<file path="config.mk">
export PLATFORM = sky130hd
export DESIGN_NAME = power_bar_gen_flat
export DESIGN_NICKNAME = d
export VERILOG_FILES = /design/src/rtl/power_bar_gen_if.sv /design/src/rtl/power_bar_gen.sv /design/src/flat_wrapper.sv
export SDC_FILE = /design/constraint.sdc
export NUM_CORES = 1
export LEC_CHECK = 0
export CORE_MARGIN = 10
export CORE_UTILIZATION = 40
export DETAILED_ROUTE_END_ITERATION = 12
export PLACE_DENSITY = 0.66
export SLEW_MARGIN = 5
export SYNTH_ARGS = -nofsm -noshare
export SYNTH_HDL_FRONTEND = slang
export SYNTH_SLANG_ARGS = --single-unit
</file>
<file path="constraint.sdc">
create_clock -name clk -period 2.75 [get_ports clk]
set_input_delay 0.6875 -clock clk [delete_from_list [all_inputs] [get_ports clk]]
set_output_delay 0.6875 -clock clk [all_outputs]
set_load 0.02 [all_outputs]
</file>
<file path="src/rtl/power_bar_gen_if.sv">
// power_bar_gen_if
//  Groups the signals between the power bar generator and its neighbours.
//  VGA timing and player controls flow in. The bar pixel and the shot
//  information flow out.
//  Signals:
//   hcount_in  [10:0]  horizontal pixel counter
//   vcount_in  [10:0]  vertical line counter
//   hblnk_in           horizontal blank
//   vblnk_in           vertical blank
//   enable             current player may throw (level)
//   btn_fire           fire button, synchronised/debounced (level)
//   bar_on             pixel belongs to the bar (border or fill)
//   rgb_bar    [11:0]  bar colour for that pixel
//   power      [6:0]   current power value
//   shot_valid         one-cycle pulse on release
//   shot_power [6:0]   power latched on release
//  Modports:
//   master  drives timing and controls, and observes the bar outputs
//   slave   the generator itself
interface power_bar_gen_if;
  logic [10:0] hcount_in;
  logic [10:0] vcount_in;
  logic        hblnk_in;
  logic        vblnk_in;
  logic        enable;
  logic        btn_fire;
  logic        bar_on;
  logic [11:0] rgb_bar;
  logic [6:0]  power;
  logic        shot_valid;
  logic [6:0]  shot_power;

  modport master (
    output hcount_in, vcount_in, hblnk_in, vblnk_in, enable, btn_fire,
    input  bar_on, rgb_bar, power, shot_valid, shot_power
  );

  modport slave (
    input  hcount_in, vcount_in, hblnk_in, vblnk_in, enable, btn_fire,
    output bar_on, rgb_bar, power, shot_valid, shot_power
  );
endinterface

</file>
<file path="src/rtl/power_bar_gen.sv">
// power_bar_gen
//  Draws the throw-power bar overlay. The overlay is one cycle late, which
//  matches the background stage's ROM delay. The module also runs the charge
//  state machine:
//   - While fire is held, power ping-pongs between 0 and MAX_POWER, one step
//     per frame.
//   - On release, the power is latched for the throw logic. The power is then
//     displayed for SHOW_FRAMES frames.
//  Ports:
//   clk   pixel clock
//   rst   synchronous, active-high reset
//   bus   power_bar_gen_if.slave: timing and controls in; bar pixel,
//         power and shot out
module power_bar_gen #(
  parameter logic [10:0] BAR_X       = 11'd100,
  parameter logic [10:0] BAR_Y       = 11'd700,
  parameter logic [10:0] BAR_H       = 11'd16,
  parameter logic [6:0]  MAX_POWER   = 7'd100,
  parameter logic [10:0] PX_PER_UNIT = 11'd2,
  parameter logic [6:0]  SHOW_FRAMES = 7'd60
) (
  input  logic            clk,
  input  logic            rst,
  power_bar_gen_if.slave  bus
);

  // Outline spans the full fill width plus a one-pixel border on each side.
  localparam logic [10:0] BAR_W      = 11'(MAX_POWER) * PX_PER_UNIT + 11'd2;
  localparam logic [10:0] BOX_RIGHT  = BAR_X + BAR_W - 11'd1;
  localparam logic [10:0] BOX_BOTTOM = BAR_Y + BAR_H - 11'd1;
  localparam logic [10:0] GREEN_LIM  = 11'(MAX_POWER) * 11'd5;
  localparam logic [10:0] YELLOW_LIM = 11'(MAX_POWER) * 11'd8;

  typedef enum logic [1:0] {
    IDLE   = 2'd0,
    CHARGE = 2'd1,
    SHOW   = 2'd2
  } state_t;

  state_t      state_q, state_d;
  logic        dir_q, dir_d;
  logic [6:0]  power_q, power_d;
  logic [6:0]  frame_cnt_q, frame_cnt_d;
  logic        shot_valid_q, shot_valid_d;
  logic [6:0]  shot_power_q, shot_power_d;
  logic        vblnk_q, vblnk_d;
  logic        btn_q, btn_d;
  logic [10:0] fill_px_q, fill_px_d;
  logic        bar_on_q, bar_on_d;
  logic [11:0] rgb_q, rgb_d;

  logic        tick;
  logic        btn_rise;
  logic        btn_fall;

  // Edge detectors.
  //  - tick marks the start of vertical blank. Power and fill only move on
  //    this edge, so the bar never tears mid-frame.
  always_comb begin
    vblnk_d  = bus.vblnk_in;
    btn_d    = bus.btn_fire;
    tick     = bus.vblnk_in && !vblnk_q;
    btn_rise = bus.btn_fire && !btn_q;
    btn_fall = !bus.btn_fire && btn_q;
  end

  // Charge state machine: next state and power.
  always_comb begin
    state_d      = state_q;
    dir_d        = dir_q;
    power_d      = power_q;
    frame_cnt_d  = frame_cnt_q;
    shot_valid_d = 1'b0;
    shot_power_d = shot_power_q;
    unique case (state_q)
      IDLE: begin
        power_d = 7'd0;
        if (btn_rise && bus.enable) begin
          state_d = CHARGE;
          dir_d   = 1'b1;
        end
      end
      CHARGE: begin
        // Losing enable aborts the throw and takes priority over a release.
        // A release wins over a coincident tick, so the shot keeps the
        // power the player saw.
        if (!bus.enable) begin
          state_d = IDLE;
          power_d = 7'd0;
        end else if (btn_fall) begin
          state_d      = SHOW;
          shot_valid_d = 1'b1;
          shot_power_d = power_q;
          frame_cnt_d  = 7'd0;
        end else if (tick) begin
          if (dir_q) begin
            if (power_q >= MAX_POWER - 7'd1) begin
              power_d = MAX_POWER;
              dir_d   = 1'b0;
            end else begin
              power_d = power_q + 7'd1;
            end
          end else begin
            if (power_q <= 7'd1) begin
              power_d = 7'd0;
              dir_d   = 1'b1;
            end else begin
              power_d = power_q - 7'd1;
            end
          end
        end
      end
      SHOW: begin
        if (tick) begin
          if (frame_cnt_q + 7'd1 >= SHOW_FRAMES) begin
            state_d     = IDLE;
            power_d     = 7'd0;
            frame_cnt_d = 7'd0;
          end else begin
            frame_cnt_d = frame_cnt_q + 7'd1;
          end
        end
      end
      default: begin
        state_d = IDLE;
        power_d = 7'd0;
      end
    endcase
    // Fill width follows power. It therefore only changes on a tick or on a
    // state change.
    fill_px_d = 11'(power_d) * PX_PER_UNIT;
  end

  // Pixel path.
  //  - The fill test subtracts only after in_box and !border hold, so
  //    h >= BAR_X + 1 and the subtraction cannot wrap.
  //  - power_q and fill_px_q update together, so the colour and the width
  //    always describe the same power.
  always_comb begin
    logic [10:0] h;
    logic [10:0] v;
    logic        in_box;
    logic        border;
    logic        fill;
    logic [10:0] power_x10;
    h         = bus.hcount_in;
    v         = bus.vcount_in;
    in_box    = (h >= BAR_X) && (h <= BOX_RIGHT) && (v >= BAR_Y) && (v <= BOX_BOTTOM);
    border    = in_box && ((h == BAR_X) || (h == BOX_RIGHT) ||
                           (v == BAR_Y) || (v == BOX_BOTTOM));
    fill      = in_box && !border && ((h - BAR_X - 11'd1) < fill_px_q);
    power_x10 = 11'(power_q) * 11'd10;
    bar_on_d  = 1'b0;
    rgb_d     = 12'h000;
    if (!(bus.hblnk_in || bus.vblnk_in)) begin
      if (border) begin
        bar_on_d = 1'b1;
        rgb_d    = 12'hFFF;
      end else if (fill) begin
        bar_on_d = 1'b1;
        if (power_x10 < GREEN_LIM) begin
          rgb_d = 12'h0F0;
        end else if (power_x10 < YELLOW_LIM) begin
          rgb_d = 12'hFF0;
        end else begin
          rgb_d = 12'hF00;
        end
      end
    end
  end

  // State register. Reset abandons any charge in progress without a shot.
  always_ff @(posedge clk) begin
    if (rst) begin
      state_q      <= IDLE;
      dir_q        <= 1'b1;
      power_q      <= 7'd0;
      frame_cnt_q  <= 7'd0;
      shot_valid_q <= 1'b0;
      shot_power_q <= 7'd0;
      vblnk_q      <= 1'b0;
      btn_q        <= 1'b0;
      fill_px_q    <= 11'd0;
      bar_on_q     <= 1'b0;
      rgb_q        <= 12'h000;
    end else begin
      state_q      <= state_d;
      dir_q        <= dir_d;
      power_q      <= power_d;
      frame_cnt_q  <= frame_cnt_d;
      shot_valid_q <= shot_valid_d;
      shot_power_q <= shot_power_d;
      vblnk_q      <= vblnk_d;
      btn_q        <= btn_d;
      fill_px_q    <= fill_px_d;
      bar_on_q     <= bar_on_d;
      rgb_q        <= rgb_d;
    end
  end

  assign bus.bar_on     = bar_on_q;
  assign bus.rgb_bar    = rgb_q;
  assign bus.power      = power_q;
  assign bus.shot_valid = shot_valid_q;
  assign bus.shot_power = shot_power_q;

endmodule

</file>
<file path="src/flat_wrapper.sv">
// flat-port wrapper written by rule: the top's interface ports become plain ports
module power_bar_gen_flat 
#(
  parameter logic [10:0] BAR_X       = 11'd100,
  parameter logic [10:0] BAR_Y       = 11'd700,
  parameter logic [10:0] BAR_H       = 11'd16,
  parameter logic [6:0]  MAX_POWER   = 7'd100,
  parameter logic [10:0] PX_PER_UNIT = 11'd2,
  parameter logic [6:0]  SHOW_FRAMES = 7'd60
)
  (clk, rst, bus_hcount_in, bus_vcount_in, bus_hblnk_in, bus_vblnk_in, bus_enable, bus_btn_fire, bus_bar_on, bus_rgb_bar, bus_power, bus_shot_valid, bus_shot_power);
  power_bar_gen_if bus_i ();
  input  logic clk;
  input  logic rst;
  input wire logic [$bits(bus_i.hcount_in)-1:0] bus_hcount_in;
  input wire logic [$bits(bus_i.vcount_in)-1:0] bus_vcount_in;
  input wire logic [$bits(bus_i.hblnk_in)-1:0] bus_hblnk_in;
  input wire logic [$bits(bus_i.vblnk_in)-1:0] bus_vblnk_in;
  input wire logic [$bits(bus_i.enable)-1:0] bus_enable;
  input wire logic [$bits(bus_i.btn_fire)-1:0] bus_btn_fire;
  output wire logic [$bits(bus_i.bar_on)-1:0] bus_bar_on;
  output wire logic [$bits(bus_i.rgb_bar)-1:0] bus_rgb_bar;
  output wire logic [$bits(bus_i.power)-1:0] bus_power;
  output wire logic [$bits(bus_i.shot_valid)-1:0] bus_shot_valid;
  output wire logic [$bits(bus_i.shot_power)-1:0] bus_shot_power;
  assign bus_i.hcount_in = bus_hcount_in;
  assign bus_i.vcount_in = bus_vcount_in;
  assign bus_i.hblnk_in = bus_hblnk_in;
  assign bus_i.vblnk_in = bus_vblnk_in;
  assign bus_i.enable = bus_enable;
  assign bus_i.btn_fire = bus_btn_fire;
  assign bus_bar_on = bus_i.bar_on;
  assign bus_rgb_bar = bus_i.rgb_bar;
  assign bus_power = bus_i.power;
  assign bus_shot_valid = bus_i.shot_valid;
  assign bus_shot_power = bus_i.shot_power;
  power_bar_gen #(.BAR_X(BAR_X), .BAR_Y(BAR_Y), .BAR_H(BAR_H), .MAX_POWER(MAX_POWER), .PX_PER_UNIT(PX_PER_UNIT), .SHOW_FRAMES(SHOW_FRAMES)) u_core (.clk(clk), .rst(rst), .bus(bus_i));
endmodule
</file>
# --- Word-level counts from Yosys, hierarchy flattened ---
# Index checks and enable logic that the tools add are counted.
classes:
  n_addsub: 5
  n_mul: 1
  n_lt_le_gt_ge: 10
  eq_ne: 14
  mux: 35
  bitwise_logic: 2
  reduce_logical: 27
ops:
  columns: ["op", "n"]
  rows:
  - ["$mux 7", 12]
  - ["$mux 12", 3]
  - ["$pmux 7 s2", 2]
  - ["$eq 11x10->1 const B", 2]
  - ["$add 7x1->7 const B", 2]
  - ["$eq 11x7->1 const B", 1]
  - ["$eq 11x9->1 const B", 1]
  - ["$ge 11x10->1 const B", 1]
  - ["$ge 11x7->1 const B", 1]
  - ["$le 11x10->1 const B", 1]
  - ["$le 11x9->1 const B", 1]
  - ["$lt 11x10->1 const B", 1]
  - ["$lt 11x11->1", 1]
  - ["$lt 11x9->1 const B", 1]
  - ["$sub 11x1->11 const B", 1]
  - ["$sub 11x7->11 const B", 1]
  - ["$logic_and 1x1->1", 10]
  - ["$mul 7x3->10 const B", 1]
  - ["$mux 1", 10]
  - ["$mux 2", 5]
  - ["$ne 2x1->1 const B", 5]
  - ["$mux 8", 1]
  - ["$reduce_and 4->1", 2]
  - ["$ge 7x6->1 const B", 1]
  - ["18 further kinds", 27]
word_totals:
  reg_bits: 44
  inputBits: 28
  out_inout_bits: 28
  wordCells: 105

# --- Longest topological paths before layout ---
depth:
  word_depth: 10
  ltp_mapped: 12

# --- Worst setup path after synthesis ---
# No wires, ideal clock.
synth_path:
  kind: "in2reg"
  start: "input bus_hcount_in[1]"
  end: "register u_core.rgb_q[10] (netlist: u_core.bus.rgb_bar[10])"
  setup_ns: 0.070
  t_arrival_ns: 2.329
  required_ns: 2.680
  setup_slack_ns: 0.351
  stages: 9
  cell_sequence: "o21ai_0 > xor2_1 > ha_1 > a21o_1 > a31oi_1 > o21ai_0 > a31oi_1 > o311ai_0 > a21oi_1"
synth_between:
  elab_chain_len: 10
  word_cells_on_any_way: 19
  cone_classes: "2 x add/sub; 3 x order compare; 2 x eq/ne; 2 x mux; 10 x reduce/logical"
synth_rtl:
  columns: ["item", "line_no", "source"]
  rows:
  - ["start: declaration", "flat_wrapper.sv:15", "input wire logic [$bits(bus_i.hcount_in)-1:0] bus_hcount_in;"]
  - ["branches (longest 9 deep; another with $sub 11x7->11)", null, null]
  - ["$mux 12 (*)", "power_bar_gen.sv:156", "if (border) begin"]
  - ["end signal: assignment", "power_bar_gen.sv:197", "rgb_q <= rgb_d;"]
  - ["end: declaration", "power_bar_gen.sv:50", "logic [11:0] rgb_q, rgb_d;"]
# Mark *: on every way between the ends.
# A chain may end at the register's enable or synchronous reset.

# --- Final worst setup path ---
layout_path:
  start: "input bus_hcount_in[0]"
  end: "register u_core.rgb_q[10] (netlist: u_core.bus.rgb_bar[10])"
# The elaborated chain is that of the path after synthesis.

==> flow_summary.yaml <==
outcome:
  status: "completed"
routing:
  dr_total_vias: 2599
  avgRoutedWirePerCell_um: 14.5
  finalWirelength_mm: 6.69
  viasPerCell: 5.63
  ant_nets: 0
  first_iter_violations: 232
  drc: 0
  dr.pass1.iters: 4
floorplan:
  die-height_um: 99.2
  dieWidth_um: 99.2
  io_pins: 56
  dieArea_um2: 9830
  initial_core_util_pct: 41.8
  std_cell_rows: 28
  core_um2: 5990
global_routing:
  grt_max_degree: 26
  antenna_found_initial: 0
  grt_overflow: 0
  grt_pass1_vias: 2500
  grtUsageTotal_pct: 13.5
  grt_pass1_wl_mm: 11.4
critical_path:
  crit_cells: 13
  rr_startpoint: "u_core.bus.power[3]$_SDFFE_PP0P_"
  required_ns: 2.98
  worstSetupPathType: "in -> reg"
  critPathSlowestCell: "clkdlybuf4s50_1"
  rr_endpoint: "u_core.bus.rgb_bar[7]$_SDFF_PP0_"
  worst_r2r_path_depth: 8
  crit_buf_inv: 3
  cp_top_family: "buffers and inverters"
  r2r_slack_ns: 0.28
  critPathMaxFanout: 3
  cp.arrival_ns: 2.81
  endpoint_kind: "register"
  crit_chain: "clkdlybuf4s50_1 -> buf_4 -> inv_1 -> ha_1 -> nand2b_1 -> nand2_1 -> nand2_1 -> xnor2_1 -> ha_1 -> and2_0 -> a31oi_4 -> o311ai_0 -> a21oi_1"
  crit_path_start_kind: "input pin"
  max_stage_delay_ns: 0.48
timing:
  clock.fmax_ghz: 0.387
  post-route-min-period_ns: 2.59
  period_share_pct: 94.0
  tightest_slew_ns: 0.569
  finalHoldViolCount: 0
  skew_ns: 0.0109
  holdWs_ns: 0.456
  slew_viol_final: 0
  rsz0062_at_grt: "no"
  fin_setup_tns_ns: 0
  setup_violations: 0
  max_slew_margin_pct: 61.9
placed_design:
  dp_hpwl_mm: 5.34
  dp.cells: 454
  port_buffers: 55
  place_congestion: 0.908
logic_synthesis:
  synthTopCellsByArea: "dfxtp_1 (25%), ha_1 (11%), a21oi_1 (6.4%)"
  synth-edff-count: 0
  synth_top_area_cell: "dfxtp_1"
  synth_seq_area_share_pct: 24.8
  yosysTopAreaCellShare_pct: 24.8
  ys_async_sr_fraction_pct: 0
  synthTopCellsByCount: "nand2_1 (36), a21oi_1 (32), dfxtp_1 (31)"
  syn_nets: 373
  syn_avg_cell_area_um2: 7.78
  ys_ff_latch: 31
  yosysWarnings: 0
  synthCells: 322
  ys_types: 59
  synth_ff_type: "dfxtp_1"
  yosysMostFrequentCell: "nand2_1"
  syn-cell-area_um2: 2510
cells_and_area:
  drive_gt1_share_pct: 10.6
  areaGrowthSynthToFinish_pct: 32.8
  final_core_util_pct: 55.6
  fin_cells: 462
  finish.net_count: 437
  n_antenna_cell: 0
clock_network:
  cts_tree: "yes"
  htree_levels: 2
  clk_latency_ns: 0.29
  path_clk_slew_ns: 0.08
  clock_path_buffers: 2
  cts-root-buf: "clkbuf_8"
  cts_buffers: 5
  cts_num_sinks: 31
worst_hold_path:
  hold_path_end: "u_core.bus.shot_power[0]$_SDFFE_PP0P_"
  hold_depth: 2
  min_path_type: "reg -> reg"
  worstHoldStart: "u_core.bus.shot_power[0]$_SDFFE_PP0P_"
pwr:
  p_leak_nw: 1.28
  power_w: 0.00108
  ir_drop_v: 0.000284
  powerDensity_nw_per_um2: 324
job:
  drv_cap: 0
[cells by family (layout without fill, tap and decap cells)]
| logic type | Yosys count | count (layout) | share of synthesized area, % |
|---|---|---|---|
| fa+ha+maj | 23 | 23 | 11.8 |
| flops | 31 | 31 | 24.8 |
| xor+xnor | 9 | 9 | 3.15 |
| buf+inv | 33 | 98 | 6.74 |
| mux | 1 | 1 | 0.449 |
| compound gates | 98 | 98 | 26.0 |
| simple gates | 127 | 127 | 27.2 |
[sequential cells by signal, summed over array words and instances, names as in the netlist]
register	count
u_core.bus.shot_power	7
u_core.bus.rgb_bar	3
u_core.bus.shot_valid	1
u_core.vblnk_q	1
u_core.btn_q	1
u_core.state_q	2
u_core.frame_cnt_q	7
u_core.bus.power	7
u_core.dir_q	1
u_core.bus.bar_on	1
[power by group]
part	switching, W	total [W]	internal (W)
registers	0.00000249	0.000454	0.000451
clock network	0.000182	0.000475	0.000293
logic	0.0000698	0.000151	0.0000817
[repair_timing]
item / 4_1_cts / 5_1_grt
hold buffers: 0 / 0
resized for setup: 0 / 3
setup buffers: 0 / 0
setup endpoints to repair: 0 / 3
[worst max-delay path by stage]
stage                                             end              from  slack, ns
global placement    u_core.bus.rgb_bar[10]$_SDFF_PP0_  bus_hcount_in[1]      -0.18
detailed placement  u_core.bus.rgb_bar[10]$_SDFF_PP0_  bus_hcount_in[1]      -0.21
CTS                 u_core.bus.rgb_bar[10]$_SDFF_PP0_  bus_hcount_in[1]       0.09
finish              u_core.bus.rgb_bar[10]$_SDFF_PP0_  bus_hcount_in[0]       0.16
floorplan           u_core.bus.rgb_bar[10]$_SDFF_PP0_  bus_hcount_in[1]       0.35
global route        u_core.bus.rgb_bar[10]$_SDFF_PP0_  bus_hcount_in[0]       0.02
[final cells by class]
cell class / count / area [um2]
Fill cell: 555 / 2660
Tap cell: 75 / 93.8
Timing Repair Buffer: 77 / 716
Sequential cell: 31 / 621
Clock buffer: 6 / 82.6
Multi-Input combinational cell: 258 / 1730
Clock inverter: 2 / 35.0
Inverter: 13 / 48.8
[cell usage in the layout, fill, tap and decap left out, types with 13 or more instances in the layout]
| cell | synthesis | routed |
|---|---|---|
| ha_1 | 22 | 22 |
| nor2_1 | 14 | 14 |
| dfxtp_1 | 31 | 31 |
| nand3_1 | 19 | 19 |
| buf_4 | 9 | 22 |
| a21oi_1 | 32 | 32 |
| clkdlybuf4s50_1 | 0 | 55 |
| inv_1 | 13 | 13 |
| o21ai_0 | 15 | 14 |
| nand2_1 | 36 | 36 |
[metal layers]
| metal | up-vias | global-route usage [%] | share of wire (%) |
|---|---|---|---|
| met2 | 75 | 23.4 | 50 |
| met3 | 4 | 4.29 | 7.8 |
| met1 | 1189 | 15.6 | 42 |
| met4 | 0 | 3.09 | 0.81 |
| li1 | 1331 | - | - |
| met5 | - | 0 | 0 |
[metrics by stage]
stage                     area, um2  setup slack, ns
after floorplan                2510            0.351
after global placement         3200           -0.180
after detailed placement       3200           -0.211
after CTS                      3310           0.0928
after global routing           3330           0.0162
final                          3330            0.164
[worst min-delay path, cell delays in order, from the launching register on]
cell and delay (ns):
dfxtp_1 0.31, nand2_1 0.05, a21oi_1 0.05
(Power assumes the default switching activity.)
